**src/rtl/sample_ring_writer_if.sv**
```systemverilog
// Bus bundle for sample_ring_writer: sample sink, RAM port-2 write master, CSR slave and irq.
// The slave modport is the writer's view; master is the surrounding system's view.
interface sample_ring_writer_if #(
    parameter int ADDR_W = 7,
    parameter int DATA_W = 16
);
    logic                  snk_valid;
    logic [DATA_W-1:0]     snk_data;
    logic                  snk_ready;

    logic [ADDR_W-1:0]     ram_address;
    logic                  ram_chipselect;
    logic                  ram_write;
    logic [DATA_W-1:0]     ram_writedata;
    logic [DATA_W/8-1:0]   ram_byteenable;
    logic                  ram_clken;

    logic [1:0]            csr_address;
    logic                  csr_read;
    logic                  csr_write;
    logic [31:0]           csr_writedata;
    logic [31:0]           csr_readdata;

    logic                  irq;

    modport slave (
        input  snk_valid, snk_data,
        output snk_ready,
        output ram_address, ram_chipselect, ram_write, ram_writedata, ram_byteenable, ram_clken,
        input  csr_address, csr_read, csr_write, csr_writedata,
        output csr_readdata,
        output irq
    );

    modport master (
        output snk_valid, snk_data,
        input  snk_ready,
        input  ram_address, ram_chipselect, ram_write, ram_writedata, ram_byteenable, ram_clken,
        output csr_address, csr_read, csr_write, csr_writedata,
        input  csr_readdata,
        input  irq
    );
endinterface

```
**src/rtl/sample_ring_writer.sv**
```systemverilog
// Stream-to-RAM ring-buffer writer with Avalon-MM CSR block (CTRL/STATUS/ACK/WATERMARK).
// Define SAMPLE_RING_IRQ_EN to implement the WATERMARK register and the watermark irq.
module sample_ring_writer #(
    parameter int ADDR_W   = 7,
    parameter int DATA_W   = 16,
    parameter int WM_RESET = 64
) (
    input logic clk,
    input logic reset_n,
    sample_ring_writer_if.slave bus
);
    localparam int CNT_W = ADDR_W + 1;
    localparam int DEPTH = 1 << ADDR_W;
    typedef logic [CNT_W-1:0] cnt_t;
    localparam cnt_t CNT_FULL = cnt_t'(DEPTH);

    function automatic cnt_t min_cnt(input logic [7:0] n, input cnt_t c);
        if (int'(n) < int'(c)) return cnt_t'(n);
        return c;
    endfunction

    function automatic cnt_t sat_inc(input cnt_t c, input logic inc);
        if (inc && (c != CNT_FULL)) return c + cnt_t'(1);
        return c;
    endfunction

    logic              ctrl_en_q, ctrl_en_d;
    logic              ctrl_mode_q, ctrl_mode_d;
    logic [ADDR_W-1:0] wr_ptr_q, wr_ptr_d;
    cnt_t              count_q, count_d;
    logic              ovf_q, ovf_d;
    logic              ram_wr_q, ram_wr_d;
    logic [ADDR_W-1:0] ram_addr_q, ram_addr_d;
    logic [DATA_W-1:0] ram_data_q, ram_data_d;
    logic [31:0]       rdata_q, rdata_d;
    logic              irq_q, irq_d;

    logic              clear, full, ready, accept, ack;
    cnt_t              count_ack;
    logic [ADDR_W-1:0] rd_ptr;
    logic [31:0]       status;
    logic [7:0]        wm_val;
    logic              unused_wdata;

    assign unused_wdata = ^bus.csr_writedata[31:8];

`ifdef SAMPLE_RING_IRQ_EN
    logic [7:0] wm_q, wm_d;

    always_comb begin
        wm_d = wm_q;
        if (bus.csr_write && (bus.csr_address == 2'd3)) wm_d = bus.csr_writedata[7:0];
    end

    always_ff @(posedge clk or negedge reset_n) begin
        if (!reset_n) wm_q <= 8'(WM_RESET);
        else          wm_q <= wm_d;
    end

    assign wm_val = wm_q;
`else
    localparam int unused_wm_reset = WM_RESET;
    assign wm_val = 8'd0;
`endif

    always_comb begin
        clear     = bus.csr_write && (bus.csr_address == 2'd0) && bus.csr_writedata[2];
        full      = (count_q == CNT_FULL);
        ready     = ctrl_en_q && !(!ctrl_mode_q && full) && !clear;
        accept    = bus.snk_valid && ready;
        ack       = bus.csr_write && (bus.csr_address == 2'd2);
        count_ack = count_q - (ack ? min_cnt(bus.csr_writedata[7:0], count_q) : '0);
        rd_ptr    = wr_ptr_q - count_q[ADDR_W-1:0];

        status                = '0;
        status[ADDR_W-1:0]    = wr_ptr_q;
        status[8 +: ADDR_W]   = rd_ptr;
        status[16 +: CNT_W]   = count_q;
        status[24]            = ovf_q;
        status[25]            = full;

        wr_ptr_d = wr_ptr_q;
        count_d  = count_q;
        ovf_d    = ovf_q;
        if (clear) begin
            wr_ptr_d = '0;
            count_d  = '0;
            ovf_d    = 1'b0;
        end else begin
            count_d = sat_inc(count_ack, accept);
            if (accept) wr_ptr_d = wr_ptr_q + ADDR_W'(1);
            // Accepting into a still-full ring drops the oldest word.
            if (accept && (count_ack == CNT_FULL)) ovf_d = 1'b1;
        end

        ctrl_en_d   = ctrl_en_q;
        ctrl_mode_d = ctrl_mode_q;
        if (bus.csr_write && (bus.csr_address == 2'd0)) begin
            ctrl_en_d   = bus.csr_writedata[0];
            ctrl_mode_d = bus.csr_writedata[1];
        end

        ram_wr_d   = accept;
        ram_addr_d = accept ? wr_ptr_q : ram_addr_q;
        ram_data_d = accept ? bus.snk_data : ram_data_q;

        rdata_d = '0;
        if (bus.csr_read) begin
            case (bus.csr_address)
                2'd0:    rdata_d = {30'd0, ctrl_mode_q, ctrl_en_q};
                2'd1:    rdata_d = status;
                2'd3:    rdata_d = {24'd0, wm_val};
                default: rdata_d = '0;
            endcase
        end

`ifdef SAMPLE_RING_IRQ_EN
        irq_d = (wm_val != 8'd0) && (int'(count_q) >= int'(wm_val));
`else
        irq_d = 1'b0;
`endif
    end

    always_ff @(posedge clk or negedge reset_n) begin
        if (!reset_n) begin
            ctrl_en_q   <= 1'b0;
            ctrl_mode_q <= 1'b0;
            wr_ptr_q    <= '0;
            count_q     <= '0;
            ovf_q       <= 1'b0;
            ram_wr_q    <= 1'b0;
            ram_addr_q  <= '0;
            ram_data_q  <= '0;
            rdata_q     <= '0;
            irq_q       <= 1'b0;
        end else begin
            ctrl_en_q   <= ctrl_en_d;
            ctrl_mode_q <= ctrl_mode_d;
            wr_ptr_q    <= wr_ptr_d;
            count_q     <= count_d;
            ovf_q       <= ovf_d;
            ram_wr_q    <= ram_wr_d;
            ram_addr_q  <= ram_addr_d;
            ram_data_q  <= ram_data_d;
            rdata_q     <= rdata_d;
            irq_q       <= irq_d;
        end
    end

    assign bus.snk_ready      = ready;
    assign bus.ram_address    = ram_addr_q;
    assign bus.ram_chipselect = ram_wr_q;
    assign bus.ram_write      = ram_wr_q;
    assign bus.ram_writedata  = ram_data_q;
    assign bus.ram_byteenable = '1;
    assign bus.ram_clken      = 1'b1;
    assign bus.csr_readdata   = rdata_q;
    assign bus.irq            = irq_q;
endmodule

```
**src/flat_wrapper.sv**
```systemverilog
// flat-port wrapper written by rule: the top's interface ports become plain ports
module sample_ring_writer_flat 
#(
    parameter int ADDR_W   = 7,
    parameter int DATA_W   = 16,
    parameter int WM_RESET = 64
)
  (clk, reset_n, bus_snk_valid, bus_snk_data, bus_snk_ready, bus_ram_address, bus_ram_chipselect, bus_ram_write, bus_ram_writedata, bus_ram_byteenable, bus_ram_clken, bus_csr_address, bus_csr_read, bus_csr_write, bus_csr_writedata, bus_csr_readdata, bus_irq);
  sample_ring_writer_if #(.ADDR_W(ADDR_W), .DATA_W(DATA_W)) bus_i ();
  input logic clk;
  input logic reset_n;
  input wire logic [$bits(bus_i.snk_valid)-1:0] bus_snk_valid;
  input wire logic [$bits(bus_i.snk_data)-1:0] bus_snk_data;
  output wire logic [$bits(bus_i.snk_ready)-1:0] bus_snk_ready;
  output wire logic [$bits(bus_i.ram_address)-1:0] bus_ram_address;
  output wire logic [$bits(bus_i.ram_chipselect)-1:0] bus_ram_chipselect;
  output wire logic [$bits(bus_i.ram_write)-1:0] bus_ram_write;
  output wire logic [$bits(bus_i.ram_writedata)-1:0] bus_ram_writedata;
  output wire logic [$bits(bus_i.ram_byteenable)-1:0] bus_ram_byteenable;
  output wire logic [$bits(bus_i.ram_clken)-1:0] bus_ram_clken;
  input wire logic [$bits(bus_i.csr_address)-1:0] bus_csr_address;
  input wire logic [$bits(bus_i.csr_read)-1:0] bus_csr_read;
  input wire logic [$bits(bus_i.csr_write)-1:0] bus_csr_write;
  input wire logic [$bits(bus_i.csr_writedata)-1:0] bus_csr_writedata;
  output wire logic [$bits(bus_i.csr_readdata)-1:0] bus_csr_readdata;
  output wire logic [$bits(bus_i.irq)-1:0] bus_irq;
  assign bus_i.snk_valid = bus_snk_valid;
  assign bus_i.snk_data = bus_snk_data;
  assign bus_snk_ready = bus_i.snk_ready;
  assign bus_ram_address = bus_i.ram_address;
  assign bus_ram_chipselect = bus_i.ram_chipselect;
  assign bus_ram_write = bus_i.ram_write;
  assign bus_ram_writedata = bus_i.ram_writedata;
  assign bus_ram_byteenable = bus_i.ram_byteenable;
  assign bus_ram_clken = bus_i.ram_clken;
  assign bus_i.csr_address = bus_csr_address;
  assign bus_i.csr_read = bus_csr_read;
  assign bus_i.csr_write = bus_csr_write;
  assign bus_i.csr_writedata = bus_csr_writedata;
  assign bus_csr_readdata = bus_i.csr_readdata;
  assign bus_irq = bus_i.irq;
  sample_ring_writer #(.ADDR_W(ADDR_W), .DATA_W(DATA_W), .WM_RESET(WM_RESET)) u_core (.clk(clk), .reset_n(reset_n), .bus(bus_i));
endmodule
```
**config.mk**
```make
export PLATFORM = sky130hd
export DESIGN_NAME = sample_ring_writer_flat
export DESIGN_NICKNAME = d
export VERILOG_FILES = /design/src/rtl/sample_ring_writer_if.sv /design/src/rtl/sample_ring_writer.sv /design/src/flat_wrapper.sv
export SDC_FILE = /design/constraint.sdc
export NUM_CORES = 1
export LEC_CHECK = 0
export BUFFER_PORTS_ARGS = -buffer_cell sky130_fd_sc_hd__buf_2
export CAP_MARGIN = 0
export CORE_MARGIN = 3
export CORE_UTILIZATION = 30
export DETAILED_ROUTE_END_ITERATION = 6
export PLACE_DENSITY = 0.53
export SETUP_SLACK_MARGIN = 0.3
export SYNTH_ARGS = -nofsm -noshare
export SYNTH_HDL_FRONTEND = slang
export SYNTH_SLANG_ARGS = --single-unit
```
**constraint.sdc**
```tcl
create_clock -name clk -period 4.6 [get_ports clk]
set_input_delay 0.46 -clock clk [delete_from_list [all_inputs] [get_ports clk]]
set_output_delay 0.46 -clock clk [all_outputs]
set_load 0.005 [all_outputs]
```
==> results of run 1 <==
==> through the flow <==
step	setup WS, ns	cells	area [sq um]	util, %
after floorplan	0.751	348	3590	-
after global placement	0.333	552	4070	35.4
after detailed placement	0.250	552	4070	35.4
after CTS	0.373	568	4430	38.5
after global routing	0.311	569	4440	38.6
final	0.504	569	4440	38.6
==> final timing paths <==
check                                             from  cells after the start  slack [ns]                                       end
min in group clk                      bus_snk_data[13]                      2        0.36  u_core.bus.ram_writedata[13]$_DFFE_PN0P_
max in group asynchronous                      reset_n                      2        3.58     u_core.bus.ram_address[3]$_DFFE_PN0P_
min reg2reg                   u_core.ovf_q$_DFFE_PN0P_                      1        0.49                  u_core.ovf_q$_DFFE_PN0P_
max                        u_core.count_q[6]$_DFF_PN0_                     19        0.50               u_core.count_q[2]$_DFF_PN0_
max reg2reg                u_core.count_q[6]$_DFF_PN0_                     19        0.50               u_core.count_q[2]$_DFF_PN0_
min                                            reset_n                      1        0.06               u_core.count_q[2]$_DFF_PN0_
==> cells in the mapped netlist, types with 2 or more instances <==
library cell  instances  area (sq um)
buf_4                13          97.6
fa_1                  2          40.0
a21oi_1              10          50.1
nand3_1               5          25.0
o21ai_1               2          10.0
nand2b_1              3          18.8
o21ai_0              14          70.1
a311oi_1              2          17.5
and2_1                7          43.8
mux2_2               23           259
dfrtp_1              66          1650
or3_1                 2          12.5
nand2_1              32           120
nor3b_1               3          22.5
xnor2_1              12           105
nor2_1               37           139
nor4_1                3          18.8
conb_1                2          7.51
buf_2                 5          25.0
xor2_1                7          61.3
nor2b_1               2          12.5
ha_1                 25           313
mux2i_1               5          50.1
clkbuf_1              5          18.8
nand4_1               3          18.8
a21o_1                6          45.0
or4b_1                2          20.0
inv_1                18          67.6
nor3_1                2          10.0
==> worst max-delay path: stages (launching register included) <==
cell and delay, ns:
dfrtp_1 0.44, inv_1 0.11, ha_1 0.28, nand2_1 0.07, o21ai_0 0.31, a21oi_2 0.07
buf_4 0.16, nor2_1 0.08, a21oi_1 0.04, nor2b_1 0.19, ha_1 0.17, inv_1 0.04
fa_1 0.40, nand3_1 0.12, nand2_1 0.13, nand4b_1 0.12, nand3_1 0.15, or4_4 0.60
o21bai_2 0.16, mux2_1 0.32
==> state kept, by name, indices dropped and copies added, names as in the netlist <==
signal,count
u_core.bus.ram_chipselect,1
u_core.wr_ptr_q,7
u_core.bus.ram_address,7
u_core.ctrl_en_q,1
u_core.bus.csr_readdata,24
u_core.ctrl_mode_q,1
u_core.count_q,8
u_core.ovf_q,1
u_core.bus.ram_writedata,16
==> routing by layer <==
metal  up-vias  global-route usage [%]  routed length [um]
li1       1288                       -                   -
met2        63                    18.7                3660
met3        12                    3.63                 409
met1      1259                    16.1                3570
met5         -                       0                   0
met4         0                    5.09                 167
==> logic make-up after synthesis <==
group                      Yosys count  share of synthesized area (%)
muxes                               29                           9.00
buffers and inverters               41                           5.87
adders and majority gates           27                           9.92
xor gates and xnor gates            20                           5.45
AOI/OAI and AO/OA                   43                           7.81
and+or+nand+nor                    110                           15.3
other                                2                          0.211
DFF                                 66                           46.4
==> area by class of cell <==
type | instances | share of cell area [%]
Sequential cell | 66 | 37.2
Tap cell | 143 | 4.03
Clock buffer | 10 | 5.38
Clock inverter | 6 | 2.54
Inverter | 18 | 1.52
Multi-Input combinational cell | 241 | 39.5
Timing Repair Buffer | 85 | 9.86
==> power groups by stage <==
| stage | Combinational, mW | Clock (mW) | Sequential [mW] |
|---|---|---|---|
| 2_1_floorplan | 0.947 | 0 | 0.837 |
| 3_3_place_gp | 1.25 | 0 | 0.853 |
| 3_5_place_dp | 1.26 | 0 | 0.858 |
| 4_1_cts | 1.28 | 0.819 | 0.847 |
| 5_1_grt | 1.45 | 0.848 | 0.869 |
| 6_report | 1.28 | 0.798 | 0.845 |
==> cells in the final DEF (no fill, tap or decap), types with 3 or more instances in the layout <==
| master | n |
|---|---|
| inv_1 | 17 |
| nand2_1 | 32 |
| xnor2_1 | 12 |
| conb_1 | 12 |
| bufinv_16 | 3 |
| nor4_1 | 3 |
| ha_1 | 25 |
| nor3b_1 | 3 |
| xor2_1 | 7 |
| dfrtp_1 | 66 |
| nand2b_1 | 3 |
| o21ai_0 | 13 |
| clkbuf_16 | 9 |
| nand4_1 | 3 |
| buf_2 | 80 |
| buf_4 | 5 |
| mux2_2 | 23 |
| a21oi_1 | 9 |
| nand3_1 | 5 |
| mux2i_1 | 5 |
| nor2_1 | 37 |
| and2_1 | 7 |
| o21ai_1 | 3 |
| a21o_1 | 6 |
==> what timing repair did <==
action | 4_1_cts | 5_1_grt
pin swaps | 0 | 1
setup buffers | 0 | 1
resized for setup | 1 | 3
setup endpoints to repair | 1 | 4
==> metrics.cfg, run 1 <==
[timing]
worst_pin_slew_ns=0.907
timing.fmax_ghz=0.244
finalCritPeriodShare_pct=89.0
whs_ns=0.0631
finalSetupTns_ns=0
rsz0062_at_grt=no
period_needed_ns=4.10
clock_skew_ns=0.00796
setup_viol=0
slew_violations=0
slew_headroom_pct=38.7
report.final.hold_viol_count=0

[die]
ioPinCount=117
fp.dieH_um=115
die_w_um=115
start_util_pct=30.9
std_cell_rows=39
core-area_sq_um=11500
dieArea_sq_um=13200

[flow_run]
drv_cap=0

[global_route]
grt_use_total_pct=12.2
globalRouteOverflowTotal=0
grt_pass1_wl_um=12700
grt_antenna_before_repair=0
grt_max_degree=51
grt_pass1_vias=2515

[power]
powerDensity_nw_per_um2=657
combPwrFrac_pct=43.7
p_clk_share_pct=27.3
switchingPower_mw=1.06
intPower_mw=1.86
ir_drop_v=0.000190
switching_share_pct=36.4
p_leak_nw=2.24
total_power_mw=2.92
seq_power_share_pct=28.9

[synth]
ys_seq_area_share_pct=46.4
ys_types=49
synth-async-reset-ratio_pct=100
ys_warn_count=0
syn_inst=338
synth-main-ff-cell=dfrtp_1
synth_area_per_cell_sq_um=10.5
ys_seq_elements=66
synth_edf_count=0
synthesis.area_sq_um=3560

[place]
gp_congestion=0.816
portBuffers=80
hpwl_um=5990

[status]
status=finished clean

[worst_setup_path]
critical_path_required_ns=4.81
crit_path_max_fanout=6
crit_type=flop to flop
start_kind=flop
worstPathArrival_ns=4.31
worstSetupEndpointType=flop

[layout]
num-fill-cells=1144
final_net_count=503
regArea_sq_um=1650
drive_gt1_share_pct=32.2
diodes=0
area_growth_syn_to_layout_pct=24.9
multi_input_area_sq_um=1750

[clock_network]
numCtsBuffers=9
clockRootBuffer=clkbuf_16
cts_sinks=66
tritoncts=done
holdBufCountCts=0
clockBufferDepth=2
path_clk_slew_ns=0.06
h-tree-depth=3
clock_latency_ns=0.33

[min_path]
min_path_type=primary input to asynchronous set/reset pin

[drt]
viasPerCell=4.61
first_pass_iters=4
drt-wirelength-per-cell_um=13.7
routed_wl_um=7810
dr_total_vias=2622
drc_errors=0
postRouteAntennaNets=0
drtIter0Drc=218

No activity file was read; power rests on OpenSTA's default activity.
==> run 2, diff against run 1 <==
- CORE_UTILIZATION: 30 -> 51
- PLACE_DENSITY: 0.53 -> 0.81
- SKIP_LAST_GASP: default -> 1
- SLEW_MARGIN: default -> 20
==> run 2 against run 1 <==
Compared with the run above:
- register-to-register slack about the same
- combinational power rose by 3%
- first-iteration DRC count fell by 14%
- worst hold slack better by 0.24 ns
- fmax rose by 0.27%
- non-clock buffer count up 1
- sequential share of layout area up 1.0 points
- power fell by 3.5%
- clock skew is 0.0024 ns higher
==> metrics.cfg, run 2 (synthesized netlist as in run 1, its figures left out) <==
[global_route]
grt_max_degree=67
grt_pass1_vias=2514
globalRouteOverflowTotal=0
grt_use_total_pct=19.6
grt_pass1_wl_um=11800
grt_antenna_before_repair=0

[layout]
largest_reg_flops=24
mostFrequentLayoutCells=80 x buf_2, 66 x dfrtp_1, 37 x nor2_1
stdcell_count=520
layout_commonest_cell=buf_2
area_growth_syn_to_layout_pct=21.6
final_net_count=504
drive_gt1_share_pct=33.0
diodes=0

[timing]
rsz0062_at_grt=no
period_needed_ns=4.09
fin_ws_ns=0.515
finalSetupTns_ns=0
setup_viol=0
finalCritPeriodShare_pct=88.8
timing.fmax_ghz=0.245
report.final.hold_viol_count=0
worst_pin_slew_ns=0.873
clock_skew_ns=0.0104
slew_headroom_pct=41.0
slew_violations=0

[worst_setup_path]
reg2reg_slack_ns=0.51
crit_type=flop to flop
crit_path_max_fanout=8
crit_slowest_cell=or4_4
worstSetupEndpointType=flop
r2r_start=u_core.count_q[1]$_DFF_PN0_
reg2reg_depth=17
worstPathCellList=inv_2, ha_1, nor3b_1, o21ai_0, a21oi_2, buf_4, nand2_1, o21ai_0, nand2_1, ha_1, o21ai_1, a21oi_2, nor4_1, a311o_1, or4_4, o21bai_2, mux2_1
critical_path_required_ns=4.82
r2r_end=u_core.count_q[2]$_DFF_PN0_
critPathMaxStageDelay_ns=0.56
worstPathArrival_ns=4.30
start_kind=flop

[min_path]
min_path_type=primary input to asynchronous set/reset pin

[drt]
highest_layer=met4
first_pass_iters=4
wl_met1_um=3100
postRouteAntennaNets=0
dr_total_vias=2686
routed_wl_um=7460
drc_errors=0
dr_wl_met3_um=358
drt-wirelength-per-cell_um=14.3
wl_met2_um=3870
viasPerCell=5.17
drtIter0Drc=188

[die]
core-area_sq_um=6570
die_w_um=89.5
ioPinCount=117
fp.dieH_um=89.5
std_cell_rows=29
dieArea_sq_um=8010
start_util_pct=54.2

[place]
place_ws_ns=0.283
place_inst=502
gp_congestion=0.820
portBuffers=80
hpwl_um=5660

[clock_network]
clock_latency_ns=0.34
h-tree-depth=3
clockRootBuffer=clkbuf_8
holdBufCountCts=0
cts_sinks=66
clockBufferDepth=2
path_clk_slew_ns=0.08
numCtsBuffers=9
tritoncts=done

[status]
status=finished clean

[flow_run]
drv_cap=0

[power]
powerDensity_nw_per_um2=651
total_power_mw=2.82
p_leak_nw=2.21
ir_drop_v=0.000270

## run 2: changes by cell type in the layout (fill, tap and decap cells not counted), sizes merged
cell / change
buf: +1
bufinv: +1
clkinv: -2
clkinvlp: +1
## run 2: worst max path at each step
stage                           startpoint                          end  slack, ns  cells past startpoint
6_report       u_core.count_q[1]$_DFF_PN0_  u_core.count_q[2]$_DFF_PN0_       0.51                     17
5_1_grt        u_core.count_q[1]$_DFF_PN0_  u_core.count_q[2]$_DFF_PN0_       0.25                     17
4_1_cts        u_core.count_q[1]$_DFF_PN0_  u_core.count_q[2]$_DFF_PN0_       0.42                     17
3_5_place_dp          bus_csr_writedata[7]  u_core.count_q[2]$_DFF_PN0_       0.28                     17
3_3_place_gp          bus_csr_writedata[1]  u_core.count_q[2]$_DFF_PN0_       0.38                     17
2_1_floorplan  u_core.count_q[1]$_DFF_PN0_  u_core.count_q[2]$_DFF_PN0_       0.75                     17
## run 2: cell type report
type	count	area, sq um
clock buffers	10	128
clock inverters	6	136
fillers	498	2240
inverters	18	67.6
multi-input cells	241	1780
flip-flops and latches	66	1650
well taps	93	116
repair buffers	86	445
## run 2: power breakdown
group / switching (mW) / total (mW) / leakage [nW] / internal [mW]
logic: 0.710 / 1.32 / 1.23 / 0.612
clock network: 0.223 / 0.640 / 0.127 / 0.417
registers: 0.126 / 0.854 / 0.850 / 0.728
total: 1.06 / 2.82 / 2.21 / 1.76
## run 2: stage by stage
step	utilization, %	hold slack, ns	area [sq um]
final	65.8	0.299	4320
after detailed placement	61.1	0.478	4010
after global placement	61.1	0.480	4010
after floorplan	-	0.164	3590
after global routing	65.8	0.333	4320
after CTS	65.2	0.311	4280
## run 2: worst max-delay path: cells and delay by family (launching register included)
kind / cells / cell delay, ns
compound gates: 7 / 1.41
simple gates: 5 / 0.95
fa+ha+maj: 2 / 0.56
flops: 1 / 0.44
mux: 1 / 0.33
buf+inv: 2 / 0.27
## run 2: what timing repair did
item | CTS | global route
gates resized for setup | 1 | 8
pin swaps | 0 | 1
buffers inserted | 0 | 2
endpoints found under the setup margin | 1 | 3
gates cloned | 0 | 0
## run 2: metal layers
layer	up-vias	track usage (%)
met4	0	7.71
met5	-	0
li1	1292	-
met1	1292	24.4
met3	10	4.33
met2	92	33.0
==> run 3, diff against run 2 <==
- CORE_UTILIZATION: 51 -> 53
- CTS_BUF_LIST: default -> sky130_fd_sc_hd__clkbuf_4
- PLACE_DENSITY: 0.81 -> 0.84
==> run 3 against run 2 <==
Compared with the run above:
- fmax up 1.6%
- largest cell class unchanged
- critical endpoint unchanged
- clock power down 42%
- highest routed layer unchanged
- setup slack improved by 0.063 ns
- sequential share of layout area grew 1.6 points
- utilization fell by 1.2 points
==> metrics.cfg, run 3 (synthesized netlist as in run 1, its figures left out) <==
[worst_setup_path]
start_kind=flop
crit_slowest_cell=or4_4
worstPathArrival_ns=4.32
crit_buf_inv=2
worstSetupEndpointType=flop
worstPathCellList=inv_2, ha_1, o21ai_0, o21ai_1, a21oi_2, a21oi_1, nor2b_1, ha_1, inv_1, fa_1, nand3_1, nand2_1, nand4b_1, nand3_1, or4_4, o21bai_2, mux2_1
critPathMaxStageDelay_ns=0.60
crit_path_max_fanout=5
critical_path_required_ns=4.89
crit_type=flop to flop
cp_top_family=simple AND/OR/NAND/NOR gates

[layout]
mostFrequentLayoutCells=80 x buf_2, 66 x dfrtp_1, 37 x nor2_1
area_growth_syn_to_layout_pct=16.8
regArea_sq_um=1650
multi_input_area_sq_um=1760
layout_commonest_cell=buf_2
num-fill-cells=521
largest_reg_flops=24
final_util_pct=64.7
final_net_count=504
drive_gt1_share_pct=32.3
diodes=0

[timing]
fin_ws_ns=0.578
period_needed_ns=4.02
report.final.hold_viol_count=0
slew_violations=0
setup_viol=0
clock_skew_ns=0.0192
worst_pin_slew_ns=0.886
timing.fmax_ghz=0.249
rsz0062_at_grt=no
whs_ns=0.210
slew_headroom_pct=40.1
finalSetupTns_ns=0
finalCritPeriodShare_pct=87.4

[status]
status=finished clean

[die]
std_cell_rows=29
core-area_sq_um=6420
dieArea_sq_um=7730
start_util_pct=55.4
die_w_um=87.9
ioPinCount=117
fp.dieH_um=87.9

[drt]
viasPerCell=5.25
routed_wl_um=7240
drt-wirelength-per-cell_um=14.4
first_pass_iters=4
drc_errors=0
dr_total_vias=2648
postRouteAntennaNets=0
drtIter0Drc=148

[clock_network]
holdBufCountCts=0
h-tree-depth=3
numCtsBuffers=9
clock_latency_ns=0.40
path_clk_slew_ns=0.12
clockBufferDepth=2
cts_sinks=66
tritoncts=done
clockRootBuffer=clkbuf_4

[global_route]
grt_use_total_pct=19.6
grt_pass1_wl_um=11800
globalRouteOverflowTotal=0
grt_pass1_vias=2580
grt_max_degree=67
grt_antenna_before_repair=0

[power]
ir_drop_v=0.000212
powerDensity_nw_per_um2=606
p_leak_nw=2.15

[place]
portBuffers=80
place_ws_ns=0.344
gp_congestion=0.830
hpwl_um=5430

[flow_run]
drv_cap=0

[min_path]
min_path_type=primary input to asynchronous set/reset pin

run 3: layout make-up:
type / instances / area share (%)
multi-input combinational: 241 / 42.3
tap: 77 / 2.32
timing repair buffer: 86 / 10.7
clock buffer: 9 / 1.63
clock inverter: 7 / 1.66
inverter: 18 / 1.63
sequential: 66 / 39.8
run 3: power by group:
group,internal [mW],switching [mW]
sequential,0.726,0.117
combinational,0.596,0.702
clock,0.165,0.209
run 3: timing repair:
item	in CTS	in global routing
pin swaps	0	1
setup endpoints to repair	1	3
setup buffers	0	2
resized for setup	1	5
run 3: worst paths after layout:
kind / from / to / slack [ns] / cells past startpoint
worst max-delay path: u_core.count_q[1]$_DFF_PN0_ / u_core.count_q[2]$_DFF_PN0_ / 0.58 / 17
worst min-delay path: reset_n / u_core.bus.ram_writedata[1]$_DFFE_PN0P_ / 0.21 / 2
worst max register to register: u_core.count_q[1]$_DFF_PN0_ / u_core.count_q[2]$_DFF_PN0_ / 0.58 / 17
worst min register to register: u_core.ovf_q$_DFFE_PN0P_ / u_core.bus.csr_readdata[24]$_DFF_PN0_ / 0.50 / 1
max in group asynchronous: reset_n / u_core.bus.csr_readdata[11]$_DFF_PN0_ / 3.85 / 2
min in group clk: bus_snk_data[8] / u_core.bus.ram_writedata[8]$_DFFE_PN0P_ / 0.28 / 2
run 3: metal layers:
layer	GRT usage, %	up-vias	part of all wire, %
met5	0	-	0
met4	6.69	0	1.6
met3	3.67	15	4.2
met2	34.4	74	52
met1	24.3	1262	42
li1	-	1297	-
run 3: through the flow:
stage / area [sq um] / std cells / power, mW
after detailed placement: 3990 / 486 / 2.11
after CTS: 4130 / 502 / 2.50
after floorplan: 3590 / 348 / 1.78
after global placement: 3990 / 486 / 2.06
after global routing: 4150 / 504 / 2.74
final: 4150 / 504 / 2.52
run 3: worst register-to-register path: stages (launching register included):
cell and delay [ns]:
dfrtp_1 0.45, inv_2 0.10, ha_1 0.28, o21ai_0 0.15
o21ai_1 0.11, a21oi_2 0.25, a21oi_1 0.10, nor2b_1 0.20
ha_1 0.22, inv_1 0.06, fa_1 0.40, nand3_1 0.12
nand2_1 0.13, nand4b_1 0.12, nand3_1 0.13, or4_4 0.60
o21bai_2 0.16, mux2_1 0.32
